[src/rtl/game_state_engine_if.sv]
// Frame-rate control inputs and registered object positions shared between the
// game state engine and its neighbours.
//   master: drives frame_tick/flap/start, observes positions, score and game_over
//   slave : the engine itself
interface game_state_engine_if;
  logic       frame_tick;
  logic       flap;
  logic       start;
  logic [9:0] plane_y;
  logic [9:0] mountain1_x;
  logic [9:0] mountain1_y;
  logic [9:0] mountain2_x;
  logic [9:0] mountain2_y;
  logic [9:0] lava_x;
  logic [9:0] lava_y;
  logic       game_over;
  logic [7:0] score;

  modport master (
    output frame_tick, flap, start,
    input  plane_y, mountain1_x, mountain1_y, mountain2_x, mountain2_y,
    input  lava_x, lava_y, game_over, score
  );

  modport slave (
    input  frame_tick, flap, start,
    output plane_y, mountain1_x, mountain1_y, mountain2_x, mountain2_y,
    output lava_x, lava_y, game_over, score
  );
endinterface

[src/rtl/game_state_engine.sv]
// Per-frame game logic for the volcano flight game: plane height, two scrolling
// mountains, one lava bomb, collision detection and score.
// Ports:
//   clk    - system clock
//   resetn - asynchronous active-low reset
//   gs     - slave side of game_state_engine_if (frame_tick/flap/start in;
//            plane_y, mountain1/2 x/y, lava x/y, score, game_over out)
module game_state_engine #(
  parameter int unsigned SCREEN_W   = 640,
  parameter int unsigned SCREEN_H   = 480,
  parameter int unsigned PLANE_X    = 100,
  parameter int unsigned GRAVITY    = 2,
  parameter int unsigned LIFT       = 3,
  parameter int unsigned SCROLL     = 2,
  parameter int unsigned LAVA_SPEED = 4,
  parameter int unsigned MIN_TOP    = 240
) (
  input logic                clk,
  input logic                resetn,
  game_state_engine_if.slave gs
);

  localparam logic [9:0] ScrW      = 10'(SCREEN_W);
  localparam logic [9:0] Floor     = 10'(SCREEN_H - 17);
  localparam logic [9:0] Bottom    = 10'(SCREEN_H - 1);
  localparam logic [9:0] PlaneX    = 10'(PLANE_X);
  localparam logic [9:0] Gravity   = 10'(GRAVITY);
  localparam logic [9:0] Lift      = 10'(LIFT);
  localparam logic [9:0] Scroll    = 10'(SCROLL);
  localparam logic [9:0] LavaSpeed = 10'(LAVA_SPEED);
  localparam logic [9:0] MinTop    = 10'(MIN_TOP);
  localparam logic [9:0] ObjSz     = 10'd16;  // plane and lava box extent
  localparam logic [9:0] MtnW      = 10'd30;
  localparam logic [9:0] LavaOffX  = 10'd7;

  localparam logic [9:0]  RstPy   = 10'd200;
  localparam logic [9:0]  RstM1x  = 10'd640;
  localparam logic [9:0]  RstM1y  = 10'd300;
  localparam logic [9:0]  RstM2x  = 10'd960;
  localparam logic [9:0]  RstM2y  = 10'd350;
  localparam logic [9:0]  RstLx   = 10'd647;
  localparam logic [9:0]  RstLy   = 10'd284;
  localparam logic [15:0] RstLfsr = 16'hACE1;

  typedef enum logic [1:0] {StIdle, StPlay, StOver} state_e;

  state_e      state_q, state_d;
  logic [9:0]  py_q, py_d, m1x_q, m1x_d, m1y_q, m1y_d, m2x_q, m2x_d, m2y_q, m2y_d;
  logic [9:0]  lx_q, lx_d, ly_q, ly_d;
  logic [7:0]  score_q, score_d;
  logic [15:0] lfsr_q, lfsr_d;
  logic        chk_q, chk_d;  // registered values are fresh from an update

  logic [9:0] up_py, up_m1x, up_m1y, up_m2x, up_m2y, up_lx, up_ly, new_top;
  logic [7:0] up_score;
  logic [8:0] score_sum;
  logic       m1_wrap, m2_wrap, hit, do_load, do_update;

  // Candidate next-frame values, derived from the current registers.
  always_comb begin
    new_top = MinTop + {3'b000, lfsr_q[6:0]};
    if (gs.flap) begin
      up_py = (py_q < Lift) ? '0 : py_q - Lift;
    end else begin
      up_py = (py_q > Floor - Gravity) ? Floor : py_q + Gravity;
    end
    m1_wrap = m1x_q < Scroll;
    m2_wrap = m2x_q < Scroll;
    // Wrapping by SCREEN_W - SCROLL keeps the two mountains evenly spaced.
    up_m1x = m1_wrap ? m1x_q + (ScrW - Scroll) : m1x_q - Scroll;
    up_m2x = m2_wrap ? m2x_q + (ScrW - Scroll) : m2x_q - Scroll;
    up_m1y = m1_wrap ? new_top : m1y_q;
    up_m2y = m2_wrap ? new_top : m2y_q;
    up_lx  = up_m1x + LavaOffX;
    up_ly  = (m1_wrap || ly_q < LavaSpeed) ? up_m1y - ObjSz : ly_q - LavaSpeed;
    score_sum = {1'b0, score_q} + {8'd0, m1_wrap} + {8'd0, m2_wrap};
    up_score  = score_sum[8] ? 8'hFF : score_sum[7:0];
  end

  // Inclusive-bound box overlap against the registered positions.
  always_comb begin
    logic hit_m1, hit_m2, hit_lava;
    hit_m1 = (m1x_q <= PlaneX + ObjSz) && (PlaneX <= m1x_q + MtnW) &&
             (m1y_q <= py_q + ObjSz) && (py_q <= Bottom);
    hit_m2 = (m2x_q <= PlaneX + ObjSz) && (PlaneX <= m2x_q + MtnW) &&
             (m2y_q <= py_q + ObjSz) && (py_q <= Bottom);
    hit_lava = (lx_q <= PlaneX + ObjSz) && (PlaneX <= lx_q + ObjSz) &&
               (ly_q <= py_q + ObjSz) && (py_q <= ly_q + ObjSz);
    hit = hit_m1 || hit_m2 || hit_lava || (py_q == Floor);
  end

  always_comb begin
    state_d   = state_q;
    py_d      = py_q;
    m1x_d     = m1x_q;
    m1y_d     = m1y_q;
    m2x_d     = m2x_q;
    m2y_d     = m2y_q;
    lx_d      = lx_q;
    ly_d      = ly_q;
    score_d   = score_q;
    chk_d     = 1'b0;
    do_load   = 1'b0;
    do_update = 1'b0;
    // Fibonacci taps 16,14,13,11, shifting right; free-running in every state.
    lfsr_d = {lfsr_q[0] ^ lfsr_q[2] ^ lfsr_q[3] ^ lfsr_q[5], lfsr_q[15:1]};

    case (state_q)
      StIdle: begin
        if (gs.start) begin
          do_load = 1'b1;
          state_d = StPlay;
        end
      end
      StPlay: begin
        if (chk_q && hit) begin
          state_d = StOver;
        end else if (gs.frame_tick) begin
          do_update = 1'b1;
          chk_d     = 1'b1;
        end
      end
      StOver: begin
        if (gs.start) begin
          do_load = 1'b1;
          state_d = StPlay;
        end
      end
      default: state_d = StIdle;
    endcase

    if (do_load) begin
      py_d    = RstPy;
      m1x_d   = RstM1x;
      m1y_d   = RstM1y;
      m2x_d   = RstM2x;
      m2y_d   = RstM2y;
      lx_d    = RstLx;
      ly_d    = RstLy;
      score_d = '0;
    end else if (do_update) begin
      py_d    = up_py;
      m1x_d   = up_m1x;
      m1y_d   = up_m1y;
      m2x_d   = up_m2x;
      m2y_d   = up_m2y;
      lx_d    = up_lx;
      ly_d    = up_ly;
      score_d = up_score;
    end
  end

  always_ff @(posedge clk or negedge resetn) begin
    if (!resetn) begin
      state_q <= StIdle;
      py_q    <= RstPy;
      m1x_q   <= RstM1x;
      m1y_q   <= RstM1y;
      m2x_q   <= RstM2x;
      m2y_q   <= RstM2y;
      lx_q    <= RstLx;
      ly_q    <= RstLy;
      score_q <= '0;
      lfsr_q  <= RstLfsr;
      chk_q   <= 1'b0;
    end else begin
      state_q <= state_d;
      py_q    <= py_d;
      m1x_q   <= m1x_d;
      m1y_q   <= m1y_d;
      m2x_q   <= m2x_d;
      m2y_q   <= m2y_d;
      lx_q    <= lx_d;
      ly_q    <= ly_d;
      score_q <= score_d;
      lfsr_q  <= lfsr_d;
      chk_q   <= chk_d;
    end
  end

  assign gs.plane_y     = py_q;
  assign gs.mountain1_x = m1x_q;
  assign gs.mountain1_y = m1y_q;
  assign gs.mountain2_x = m2x_q;
  assign gs.mountain2_y = m2y_q;
  assign gs.lava_x      = lx_q;
  assign gs.lava_y      = ly_q;
  assign gs.score       = score_q;
  assign gs.game_over   = (state_q == StOver);

endmodule

[src/flat_wrapper.sv]
// flat-port wrapper written by rule: the top's interface ports become plain ports
module game_state_engine_flat 
#(
  parameter int unsigned SCREEN_W   = 640,
  parameter int unsigned SCREEN_H   = 480,
  parameter int unsigned PLANE_X    = 100,
  parameter int unsigned GRAVITY    = 2,
  parameter int unsigned LIFT       = 3,
  parameter int unsigned SCROLL     = 2,
  parameter int unsigned LAVA_SPEED = 4,
  parameter int unsigned MIN_TOP    = 240
)
  (clk, resetn, gs_frame_tick, gs_flap, gs_start, gs_plane_y, gs_mountain1_x, gs_mountain1_y, gs_mountain2_x, gs_mountain2_y, gs_lava_x, gs_lava_y, gs_game_over, gs_score);
  game_state_engine_if gs_i ();
  input logic clk;
  input logic resetn;
  input wire logic [$bits(gs_i.frame_tick)-1:0] gs_frame_tick;
  input wire logic [$bits(gs_i.flap)-1:0] gs_flap;
  input wire logic [$bits(gs_i.start)-1:0] gs_start;
  output wire logic [$bits(gs_i.plane_y)-1:0] gs_plane_y;
  output wire logic [$bits(gs_i.mountain1_x)-1:0] gs_mountain1_x;
  output wire logic [$bits(gs_i.mountain1_y)-1:0] gs_mountain1_y;
  output wire logic [$bits(gs_i.mountain2_x)-1:0] gs_mountain2_x;
  output wire logic [$bits(gs_i.mountain2_y)-1:0] gs_mountain2_y;
  output wire logic [$bits(gs_i.lava_x)-1:0] gs_lava_x;
  output wire logic [$bits(gs_i.lava_y)-1:0] gs_lava_y;
  output wire logic [$bits(gs_i.game_over)-1:0] gs_game_over;
  output wire logic [$bits(gs_i.score)-1:0] gs_score;
  assign gs_i.frame_tick = gs_frame_tick;
  assign gs_i.flap = gs_flap;
  assign gs_i.start = gs_start;
  assign gs_plane_y = gs_i.plane_y;
  assign gs_mountain1_x = gs_i.mountain1_x;
  assign gs_mountain1_y = gs_i.mountain1_y;
  assign gs_mountain2_x = gs_i.mountain2_x;
  assign gs_mountain2_y = gs_i.mountain2_y;
  assign gs_lava_x = gs_i.lava_x;
  assign gs_lava_y = gs_i.lava_y;
  assign gs_game_over = gs_i.game_over;
  assign gs_score = gs_i.score;
  game_state_engine #(.SCREEN_W(SCREEN_W), .SCREEN_H(SCREEN_H), .PLANE_X(PLANE_X), .GRAVITY(GRAVITY), .LIFT(LIFT), .SCROLL(SCROLL), .LAVA_SPEED(LAVA_SPEED), .MIN_TOP(MIN_TOP)) u_core (.clk(clk), .resetn(resetn), .gs(gs_i));
endmodule
[config.mk]
export PLATFORM = sky130hd
export DESIGN_NAME = game_state_engine_flat
export DESIGN_NICKNAME = d
export VERILOG_FILES = /design/src/rtl/game_state_engine_if.sv /design/src/rtl/game_state_engine.sv /design/src/flat_wrapper.sv
export SDC_FILE = /design/constraint.sdc
export NUM_CORES = 1
export LEC_CHECK = 0
export ABC_AREA = 1
export BUFFER_PORTS_ARGS = -buffer_cell sky130_fd_sc_hd__buf_2
export CAP_MARGIN = 20
export CORE_ASPECT_RATIO = 0.75
export CORE_MARGIN = 4
export CORE_UTILIZATION = 35
export CTS_CLUSTER_DIAMETER = 30
export DETAILED_ROUTE_END_ITERATION = 12
export PLACE_DENSITY = 0.58
export SYNTH_ARGS = -nofsm -noshare
export SYNTH_HDL_FRONTEND = slang
export SYNTH_SLANG_ARGS = --single-unit
[constraint.sdc]
create_clock -name clk -period 2.71 [get_ports clk]
set_input_delay 0 -clock clk [delete_from_list [all_inputs] [get_ports clk]]
set_output_delay 0 -clock clk [all_outputs]
set_load 0.03 [all_outputs]
## After elaboration in Yosys (flattened, before gate mapping)

Cells that the tools add are included.

| cells by class | value |
|---|---|
| add/subtract/negate cells | 17 |
| $lt $le $gt $ge | 16 |
| eq/ne operators | 5 |
| multiplexer cells | 33 |
| bitwise logic cells | 3 |
| reduce and logical (&&, ||, !) cells | 20 |

Operators with widths:

| kind | number |
|---|---|
| two-way mux 10 bit | 22 |
| adder 10 x 5 -> 10 bit (second input constant) | 5 |
| less-or-equal comparator 10 bit | 4 |
| less-or-equal comparator 10 x 7 -> 1 bit (second input constant) | 3 |
| less-or-equal comparator 7 x 10 -> 1 bit (first input constant) | 3 |
| less-than comparator 10 x 2 -> 1 bit (second input constant) | 3 |
| subtractor 10 x 2 -> 10 bit (second input constant) | 3 |
| two-way mux 8 bit | 3 |
| adder 10 bit (second input constant) | 2 |
| adder 10 x 2 -> 10 bit (second input constant) | 1 |
| adder 10 x 3 -> 10 bit (second input constant) | 1 |
| == test 10 x 9 -> 1 bit (second input constant) | 1 |
| greater-than comparator 10 x 9 -> 1 bit (second input constant) | 1 |
| less-or-equal comparator 10 x 9 -> 1 bit (second input constant) | 1 |
| logical AND 1 bit | 10 |
| less-than comparator 10 x 3 -> 1 bit (second input constant) | 1 |
| subtractor 10 x 3 -> 10 bit (second input constant) | 1 |
| subtractor 10 x 5 -> 10 bit (second input constant) | 1 |
| adder 8 x 1 -> 9 bit | 1 |
| adder 8 x 7 -> 9 bit (first input constant) | 1 |
| adder 9 x 1 -> 9 bit | 1 |
| two-way mux 1 bit | 5 |
| logical OR 1 bit | 4 |
| two-way mux 2 bit | 2 |
| 9 further kinds | 14 |

| storage, ports and cells | value |
|---|---|
| bits in registers | 97 |
| output and inout bits | 79 |
| logic and storage cells | 105 |

## Depth between registers and ports, before layout

Gate-level depths: netlist (run 1).

| depth | value |
|---|---|
| depth in word-level cells | 13 |
| mapped depth | 24 |
| depth with buffers taken out | 22 |

## Worst setup path after synthesis (run 1)

No wires, ideal clock.

| timing | value |
|---|---|
| kind | register to register |
| start point | register u_core.py_q[7] (netlist: u_core.gs.plane_y[7]) |
| end point | register u_core.m1x_q[6] (netlist: u_core.gs.mountain1_x[6]) |
| library setup time | 0.135 ns |
| data arrival time | 2.855 ns |
| slack | -0.280 ns |
| stages on the path, launching flop included | 23 |
| clock period less this slack | 2.990 ns |
| cells stage by stage | dfstp_2 -> buf_2 -> nand2_2 -> nor2_2 -> nand3_1 -> nand2_1 -> inv_1 -> ha_1 -> nand2_1 -> nor2_1 -> nand3_1 -> nand3_1 -> nand2_1 -> nand3_1 -> nand2_1 -> inv_1 -> nand3_1 -> nand2_2 -> nand3_4 -> nand2_4 -> buf_6 -> buf_8 -> o22ai_2 |

| on the way | value |
|---|---|
| longest elaborated chain between the ends | 11 |
| elaborated cells on any way between the ends | 20 |
| classes of those cells | add/sub (1); order compare (5); eq/ne (1); mux (2); reduce/logical (11) |

Ends and longest elaborated chain:

| element | RTL line | source |
|---|---|---|
| start: declaration | game_state_engine.sv:48 | `logic [9:0] py_q, py_d, m1x_q, m1x_d, m1y_q, m1y_d, m2x_q, m2x_d, m2y_q, m2y_d;` |
| start signal: assignment | game_state_engine.sv:156 | `py_q <= RstPy;` |
| start signal: assignment | game_state_engine.sv:168 | `py_q <= py_d;` |
| adder 10 x 5 -> 10 bit | game_state_engine.sv:84, game_state_engine.sv:86, game_state_engine.sv:88 |  |
| less-or-equal comparator 10 bit, on equally long branches | game_state_engine.sv:84, game_state_engine.sv:86 |  |
| logical AND 1 bit, on equally long branches | game_state_engine.sv:83, game_state_engine.sv:85 |  |
| logical AND 1 bit, on equally long branches | game_state_engine.sv:84, game_state_engine.sv:86 |  |
| logical OR 1 bit (2 in a row) | game_state_engine.sv:89 | `hit = hit_m1 \|\| hit_m2 \|\| hit_lava \|\| (py_q == Floor);` |
| logical OR 1 bit * | game_state_engine.sv:89 |  |
| logical AND 1 bit * | game_state_engine.sv:116 | `if (chk_q && hit) begin` |
| two-way mux 1 bit * | game_state_engine.sv:116 |  |
| two-way mux 1 bit * | game_state_engine.sv:108 | `case (state_q)` |
| nonzero test 2 bit (no source line) * | n/a |  |
| end signal: assignment | game_state_engine.sv:157 | `m1x_q <= RstM1x;` |
| end signal: assignment | game_state_engine.sv:169 | `m1x_q <= m1x_d;` |
| end: declaration | game_state_engine.sv:48 |  |

Mark *: on every way between the ends. The rest lies on a longest branch, timed or not.
A chain may end at the register's enable or synchronous reset.

## Worst setup path after layout (run 1)

| timing | value |
|---|---|
| start point | register u_core.ly_q[4] (netlist: u_core.gs.lava_y[4]) |
| end point | register u_core.lx_q[0] (netlist: u_core.gs.lava_x[0]) |

| on the way | value |
|---|---|
| longest elaborated chain between the ends | 9 |
| elaborated cells on any way between the ends | 11 |
| classes of those cells | add/sub (1); order compare (2); mux (2); reduce/logical (6) |

Ends and longest elaborated chain:

| element | RTL line | source |
|---|---|---|
| start: declaration | game_state_engine.sv:49 | `logic [9:0] lx_q, lx_d, ly_q, ly_d;` |
| start signal: assignment | game_state_engine.sv:162 | `ly_q <= RstLy;` |
| start signal: assignment | game_state_engine.sv:174 | `ly_q <= ly_d;` |
| adder 10 x 5 -> 10 bit or less-or-equal comparator 10 bit (tied branches) | game_state_engine.sv:88 | `(ly_q <= py_q + ObjSz) && (py_q <= ly_q + ObjSz);` |
| less-or-equal comparator 10 bit or logical AND 1 bit (tied branches) | game_state_engine.sv:88, game_state_engine.sv:87 |  |
| logical AND 1 bit * | game_state_engine.sv:88 |  |
| logical OR 1 bit * (2 in a row) | game_state_engine.sv:89 |  |
| logical AND 1 bit * | game_state_engine.sv:116 |  |
| two-way mux 1 bit * | game_state_engine.sv:116 |  |
| two-way mux 1 bit * | game_state_engine.sv:108 |  |
| nonzero test 2 bit (no source line) * | n/a |  |
| end signal: assignment | game_state_engine.sv:161 | `lx_q <= RstLx;` |
| end signal: assignment | game_state_engine.sv:173 | `lx_q <= lx_d;` |
| end: declaration | game_state_engine.sv:49 |  |

Marks and branches as above.

==> flow_metrics.env, run 1 <==
export IMPL_leakage_nw=4.66
export IMPL_synth_area_um2=6650
export IMPL_die_area_um2=21300
export IMPL_placed_cell_area_um2=8020
export IMPL_outcome="complete, but fails checks"
export IMPL_cp_required_ns=3.00
export IMPL_worstRegToRegCells=18
export IMPL_clock_latency_ns=0.35
export IMPL_cp_start_kind="flop"
export IMPL_yosys_warnings=0
export IMPL_syn_to_final_growth_pct=37.2
export IMPL_async_flop_share=1.00
export IMPL_fin_crit_ns=2.95
export IMPL_grt_max_degree=66
export IMPL_final_antenna_net_count=0
export IMPL_synth_top_area_frac=0.218
export IMPL_synth_edff_count=0
export IMPL_globalRouteTotalUtil=0.194
export IMPL_first_iter_violations=571
export IMPL_synth_cells=882
export IMPL_min_from="gs_flap"
export IMPL_synth_avg_cell_area_um2=7.54
export IMPL_ys_seq_elements=94
export IMPL_drt_first_pass_iters=5
export IMPL_finClkSkew_ns=0.0126
export IMPL_place_congestion=0.942
export IMPL_grt_pass1_vias=5970
export IMPL_design_area_um2=9130
export IMPL_ys_types=49
export IMPL_final_hold_viol_count=0
export IMPL_clockRootBuffer="clkbuf_16"
export IMPL_cts_tree="yes"
export IMPL_slew_headroom=0.425
export IMPL_violations="negative setup slack"
export IMPL_h_tree_depth=3
export IMPL_ff2ff_setup_slack_ns=-0.24
export IMPL_min_path_type="in2reg"
export IMPL_fmax_mhz=339
export IMPL_cellPowerDensity_nw_per_um2=1240
export IMPL_ir_drop_v=0.000717
export IMPL_final_nets=1137
export IMPL_clkSinkCount=94
export IMPL_route_vias_total=6419
export IMPL_finalCritPeriodShare=1.09
export IMPL_rsz0062_at_grt="true"
export IMPL_yosysMostFrequentCell="nand2_1"
export IMPL_drive_above_1_share=0.344
export IMPL_layout_setup_ws_ns=-0.242
export IMPL_slew_violations=0
export IMPL_holdPathEnd="u_core.gs.plane_y[0]$_DFFE_PN0P_"
export IMPL_hold_path_depth=4
export IMPL_dp_final_hpwl_mm=16.2
export IMPL_ys_flop_type="dfrtp_1"
export IMPL_synth_area_leader_cell="dfrtp_1"
export IMPL_clk_pin_slew_worst_paths_ns=0.07
export IMPL_worstMarginPinSlew_ns=0.863
export IMPL_rr_endpoint="u_core.gs.lava_x[0]$_DFFE_PN1P_"
export IMPL_io_buffers=80
export IMPL_num_antenna_cells=0
export IMPL_antenna_found_initial=0
export IMPL_rows=43
export IMPL_clockBufferDepth=2
export IMPL_synth_area_leaders="dfrtp_1 (22%), dfstp_2 (14%), nand2_1 (12%), ha_1 (11%), inv_1 (7.0%)"
export IMPL_post_drt_wl_per_cell_um=16.1
export IMPL_route_detailed_drc=0
export IMPL_initial_utilization=0.358
export IMPL_r2r_start="u_core.gs.lava_y[4]$_DFFE_PN1P_"
export IMPL_setup_viol=77
export IMPL_die_x_um=167
export IMPL_cts_buffers=9
export IMPL_arrival_ns=3.24
export IMPL_grt_pass1_wl_mm=33.1
export IMPL_core_area_um2=18600
export IMPL_whs_ns=0.0908
export IMPL_synthTopCellsByCount="nand2_1 (211), inv_1 (124), nor2_1 (93)"
export IMPL_pin_count=84
export IMPL_crit_type="reg2reg"
export IMPL_wirelength_mm=21.3
export IMPL_critPathCaptureType="flop"
export IMPL_yosysSeqAreaShare=0.360
export IMPL_grt_remaining_overflow=0
export IMPL_dieHeight_um=127
export IMPL_path_max_fanout=7
export IMPL_routed_via_density=4.84
export IMPL_maxCapViolCount=0
[kinds of logic (layout without fill, tap and decap cells)]
logic type                 after synthesis  in the layout  synth area share
buffers and inverters                  152            344            0.0942
adders and majority gates               59             59             0.112
other                                    1              3          0.000564
AOI/OAI and AO/OA                      122            122             0.115
DFF                                     94             94             0.360
and+or+nand+nor                        412            414             0.263
xor gates and xnor gates                42             42            0.0553
[through the flow]
stage | total power [mW] | util | TNS (ns) | setup WS, ns | cells
after detailed placement | 9.01 | 0.432 | -30.63 | -0.515 | 1284
final | 11.3 | 0.492 | -12.57 | -0.242 | 1325
after global routing | 12.2 | 0.492 | -24.52 | -0.390 | 1325
after global placement | 8.96 | 0.432 | -29.13 | -0.528 | 1284
after floorplan | 6.72 | - | -1.11 | -0.0896 | 884
after CTS | 10.5 | 0.457 | -12.32 | -0.212 | 1308
[layout by cell type (no fill, tap or decap), types with 11 or more instances in the layout]
cell type	Yosys	layout
nand2_1	211	191
a21oi_1	20	19
buf_4	7	92
ha_1	58	53
nand2_2	3	19
o21ai_0	55	31
clkbuf_16	0	12
nand3_1	72	59
nor2_2	3	11
o21ai_2	0	15
nor2_1	93	79
xor2_1	31	29
buf_2	8	79
inv_1	124	118
dfstp_2	36	36
o22ai_2	10	16
o21ai_1	4	12
dfrtp_1	58	54
nand3_2	0	11
[layer usage]
| metal | part of all wire | GRT usage |
|---|---|---|
| met3 | 0.064 | 0.0325 |
| met2 | 0.42 | 0.284 |
| met4 | 0.012 | 0.0363 |
| met5 | 0 | 0 |
| met1 | 0.51 | 0.303 |
[timing repair]
item                       CTS  global route
pin swaps                    9             7
setup endpoints to repair   78            78
gates resized for setup     40           113
setup buffers                5            11
hold endpoints to repair    44             0
hold buffers                 2             0
gates cloned                 1             6
[state kept, by name (all words and copies together), names as in the netlist]
signal and count:
u_core.gs.mountain2_x 9, u_core.gs.score 8, u_core.gs.mountain1_x 9, u_core.state_q 2, u_core.gs.lava_x 10, u_core.gs.mountain1_y 10, u_core.gs.plane_y 10, u_core.chk_q 1
u_core.gs.lava_y 10, u_core.gs.mountain2_y 9, u_core.lfsr_q 16
[report_power, final]
part	internal [mW]	switching [mW]
clock	0.726	0.567
combinational	2.95	4.61
sequential	1.97	0.484
[worst max-delay path, cell delays in order (launching register included)]
cell and delay, ns:
dfstp_2 0.57, nand3_4 0.10, nor3_4 0.16, xor2_2 0.24, ha_1 0.30, a21o_1 0.20, nor2_2 0.11, nand3_2 0.08
nand2_2 0.08, nand3_2 0.07, nand2_1 0.08, inv_1 0.05, nand3_2 0.08, nand2_4 0.06, nand3_4 0.11, buf_12 0.13
nand2_8 0.08, buf_8 0.16, or2_1 0.20
[cell type report]
class	count	area, µm²
fill	1782	9440
multi-input combinational	640	4110
sequential	94	2400
timing repair buffer	198	1510
inverter	130	498
tap	247	309
clock buffer	12	236
clock inverter	4	56.3
[how the worst max path moves through the flow]
stage / start / end / slack (ns)
6_report: u_core.gs.lava_y[4]$_DFFE_PN1P_ / u_core.gs.lava_x[0]$_DFFE_PN1P_ / -0.24
5_1_grt: u_core.gs.plane_y[6]$_DFFE_PN1P_ / u_core.gs.plane_y[5]$_DFFE_PN0P_ / -0.39
4_1_cts: u_core.gs.lava_y[4]$_DFFE_PN1P_ / u_core.gs.lava_x[0]$_DFFE_PN1P_ / -0.21
3_5_place_dp: u_core.gs.lava_y[4]$_DFFE_PN1P_ / u_core.gs.plane_y[5]$_DFFE_PN0P_ / -0.51
3_3_place_gp: u_core.gs.plane_y[4]$_DFFE_PN0P_ / u_core.gs.plane_y[5]$_DFFE_PN0P_ / -0.53
2_1_floorplan: u_core.gs.plane_y[7]$_DFFE_PN1P_ / u_core.gs.mountain1_x[6]$_DFFE_PN0P_ / -0.09
Note: power is estimated with default switching activity, not from simulation.
==> run 2: changes to the inputs <==
--- a/config.mk
+++ b/config.mk
@@ -6,14 +6,14 @@
 export NUM_CORES = 1
 export LEC_CHECK = 0
 export ABC_AREA = 1
-export BUFFER_PORTS_ARGS = -buffer_cell sky130_fd_sc_hd__buf_2
 export CAP_MARGIN = 20
 export CORE_ASPECT_RATIO = 0.75
 export CORE_MARGIN = 4
 export CORE_UTILIZATION = 35
 export CTS_CLUSTER_DIAMETER = 30
 export DETAILED_ROUTE_END_ITERATION = 12
-export PLACE_DENSITY = 0.58
+export DONT_BUFFER_PORTS = 1
+export PLACE_DENSITY = 0.54
 export SYNTH_ARGS = -nofsm -noshare
 export SYNTH_HDL_FRONTEND = slang
 export SYNTH_SLANG_ARGS = --single-unit
==> flow_metrics.env, run 2 (synthesis gave the netlist of run 1 again) <==
export IMPL_outcome="complete, but fails checks"
export IMPL_violations="negative setup slack"
export IMPL_path_max_fanout=11
export IMPL_initial_utilization=0.358
export IMPL_first_iter_violations=511
export IMPL_rows=43
export IMPL_grt_remaining_overflow=0
export IMPL_globalRouteTotalUtil=0.193
export IMPL_p_comb_frac=0.663
export IMPL_drt_first_pass_iters=5
export IMPL_layout_common_cells="nand2_1 (189), buf_4 (118), inv_1 (114)"
export IMPL_finalSetupTns_ns=-12.26
export IMPL_p_seq_frac=0.228
export IMPL_worstRegToRegCells=17
export IMPL_route_vias_total=6312
export IMPL_final_common_cell="nand2_1"
export IMPL_cp_num_buf_inv=2
export IMPL_maxCapViolCount=0
export IMPL_drive_above_1_share=0.325
export IMPL_slew_headroom=0.491
export IMPL_dieHeight_um=127
export IMPL_core_area_um2=18600
export IMPL_slew_violations=0
export IMPL_ir_drop_v=0.000510
export IMPL_ff2ff_setup_slack_ns=-0.23
export IMPL_final_hold_viol_count=0
export IMPL_largest_reg_flops=16
export IMPL_antenna_found_initial=0
export IMPL_clkSinkCount=94
export IMPL_clockBufferDepth=2
export IMPL_die_x_um=167
export IMPL_die_area_um2=21300
export IMPL_holdPathEnd="u_core.gs.mountain2_y[7]$_DFFE_PN0P_"
export IMPL_final_antenna_net_count=0
export IMPL_cp_slowest_cell="dfstp_2"
export IMPL_min_from="gs_frame_tick"
export IMPL_cts_buffers=9
export IMPL_syn_to_final_growth_pct=34.5
export IMPL_rsz0062_at_grt="true"
export IMPL_leakage_nw=4.42
export IMPL_finClkSkew_ns=0.00883
export IMPL_crit_type="reg2reg"
export IMPL_fmax_mhz=340
export IMPL_worstSetupStartpoint="u_core.gs.lava_y[4]$_DFFE_PN1P_"
export IMPL_post_drt_wl_per_cell_um=16.6
export IMPL_power_frac_clock=0.109
export IMPL_r2r_start="u_core.gs.lava_y[4]$_DFFE_PN1P_"
export IMPL_cts_tree="yes"
export IMPL_setup_viol=76
export IMPL_route_detailed_drc=0
export IMPL_critPathCaptureType="flop"
export IMPL_min_path_type="in2reg"
export IMPL_switching_share=0.504
export IMPL_crit_path_frequent_cell="nand3_2"
export IMPL_p_sw_mw=5.65
export IMPL_num_fill_cells=1806
export IMPL_num_antenna_cells=0
export IMPL_stdcell_count=1269
export IMPL_grt_pass1_vias=5798
export IMPL_cpLargestDelayFamily="simple AND/OR/NAND/NOR gates"
export IMPL_hold_path_depth=4
export IMPL_pin_count=84
export IMPL_cpPeakStageDelay_ns=0.58
export IMPL_arrival_ns=3.23
export IMPL_clk_pin_slew_worst_paths_ns=0.07
export IMPL_post_place_cells=1235
export IMPL_place_congestion=0.901
export IMPL_h_tree_depth=3
export IMPL_dp_final_hpwl_mm=15.8
export IMPL_final_nets=1081
export IMPL_io_buffers=0
export IMPL_power_mw=11.2
export IMPL_grt_pass1_wl_mm=32.4
export IMPL_top_register="u_core.lfsr_q"
export IMPL_clock_latency_ns=0.36
export IMPL_routed_via_density=4.97
export IMPL_intPower_mw=5.57
export IMPL_worstMarginPinSlew_ns=0.760
export IMPL_cp_required_ns=3.00
export IMPL_wirelength_mm=21.1
export IMPL_finalCritPeriodShare=1.08
export IMPL_fin_crit_ns=2.94
export IMPL_grt_max_degree=95
export IMPL_crit_chain="nand3_2 -> nor3_2 -> xor2_1 -> ha_1 -> a21o_1 -> nor2_2 -> nand3_2 -> nand2_2 -> nand3_2 -> nand2_2 -> inv_2 -> nand3_4 -> nand2_4 -> nand3_4 -> nand2_8 -> clkbuf_16 -> o21a_1"
export IMPL_rr_endpoint="u_core.gs.plane_y[3]$_DFFE_PN1P_"
export IMPL_cp_start_kind="flop"
export IMPL_clockRootBuffer="clkbuf_16"
export IMPL_cellPowerDensity_nw_per_um2=1250
export IMPL_utilization=0.482
export IMPL_layout_setup_ws_ns=-0.230
## run 2: changes by cell type in the layout (fill, tap and decap cells not counted), sizes merged
cell,previous run,this run
buf,193,138
bufinv,1,0
clkbuf,15,14
clkinv,2,4
clkinvlp,0,1
dlygate4sd3,2,3
inv,131,130
nand2,217,215
## run 2: worst max path at each step
stage	end	slack, ns	cells past startpoint
2_1_floorplan	u_core.gs.mountain1_x[6]$_DFFE_PN0P_	-0.09	22
3_3_place_gp	u_core.gs.lava_y[3]$_DFFE_PN1P_	-0.39	15
3_5_place_dp	u_core.gs.mountain1_y[7]$_DFFE_PN0P_	-0.36	15
4_1_cts	u_core.gs.plane_y[5]$_DFFE_PN0P_	-0.21	18
5_1_grt	u_core.gs.lava_y[6]$_DFFE_PN0P_	-0.36	19
6_report	u_core.gs.plane_y[3]$_DFFE_PN1P_	-0.23	17
## run 2: per-stage QoR
| step | area [µm²] | setup slack (ns) | hold WS [ns] |
|---|---|---|---|
| finish | 8950 | -0.230 | 0.0125 |
| global route | 8950 | -0.359 | 0.0204 |
| CTS | 8540 | -0.210 | 0.00452 |
| detailed placement | 7930 | -0.355 | -0.289 |
| global placement | 7930 | -0.390 | -0.289 |
| floorplan | 6720 | -0.0896 | -0.296 |
## run 2: routing by layer
| metal | track usage | share of wire |
|---|---|---|
| met2 | 0.279 | 0.43 |
| met4 | 0.0406 | 0.010 |
| met3 | 0.0529 | 0.065 |
| met1 | 0.288 | 0.49 |
| met5 | 0 | 0 |
## run 2: repair_timing
action | 4_1_cts | 5_1_grt
gates cloned | 1 | 4
buffers inserted | 8 | 2
pin swaps | 15 | 35
endpoints found under the hold margin | 102 | 0
resized for setup | 58 | 105
setup endpoints to repair | 76 | 77
hold buffers | 4 | 0
## run 2: power by group through the flow
stage	Combinational (mW)	Clock, mW	Sequential [mW]
2_1_floorplan	3.44	0	3.29
3_5_place_dp	6.40	0	2.56
5_1_grt	8.16	1.31	2.62
3_3_place_gp	6.35	0	2.57
6_report	7.45	1.22	2.56
4_1_cts	6.86	1.25	2.55
## run 2: worst min-delay path, cell delays in order
cell     delay, ns
nand4_2       0.09
buf_12        0.13
nand3_1       0.06
nand2_1       0.05
## run 2: layout make-up
type | count | area [µm²] | area share
multi-input combinational | 638 | 4120 | 0.461
sequential | 94 | 2400 | 0.268
timing repair buffer | 144 | 1340 | 0.150
inverter | 130 | 500 | 0.0559
tap | 247 | 309 | 0.0345
clock buffer | 11 | 243 | 0.0271
clock inverter | 5 | 35.0 | 0.00391
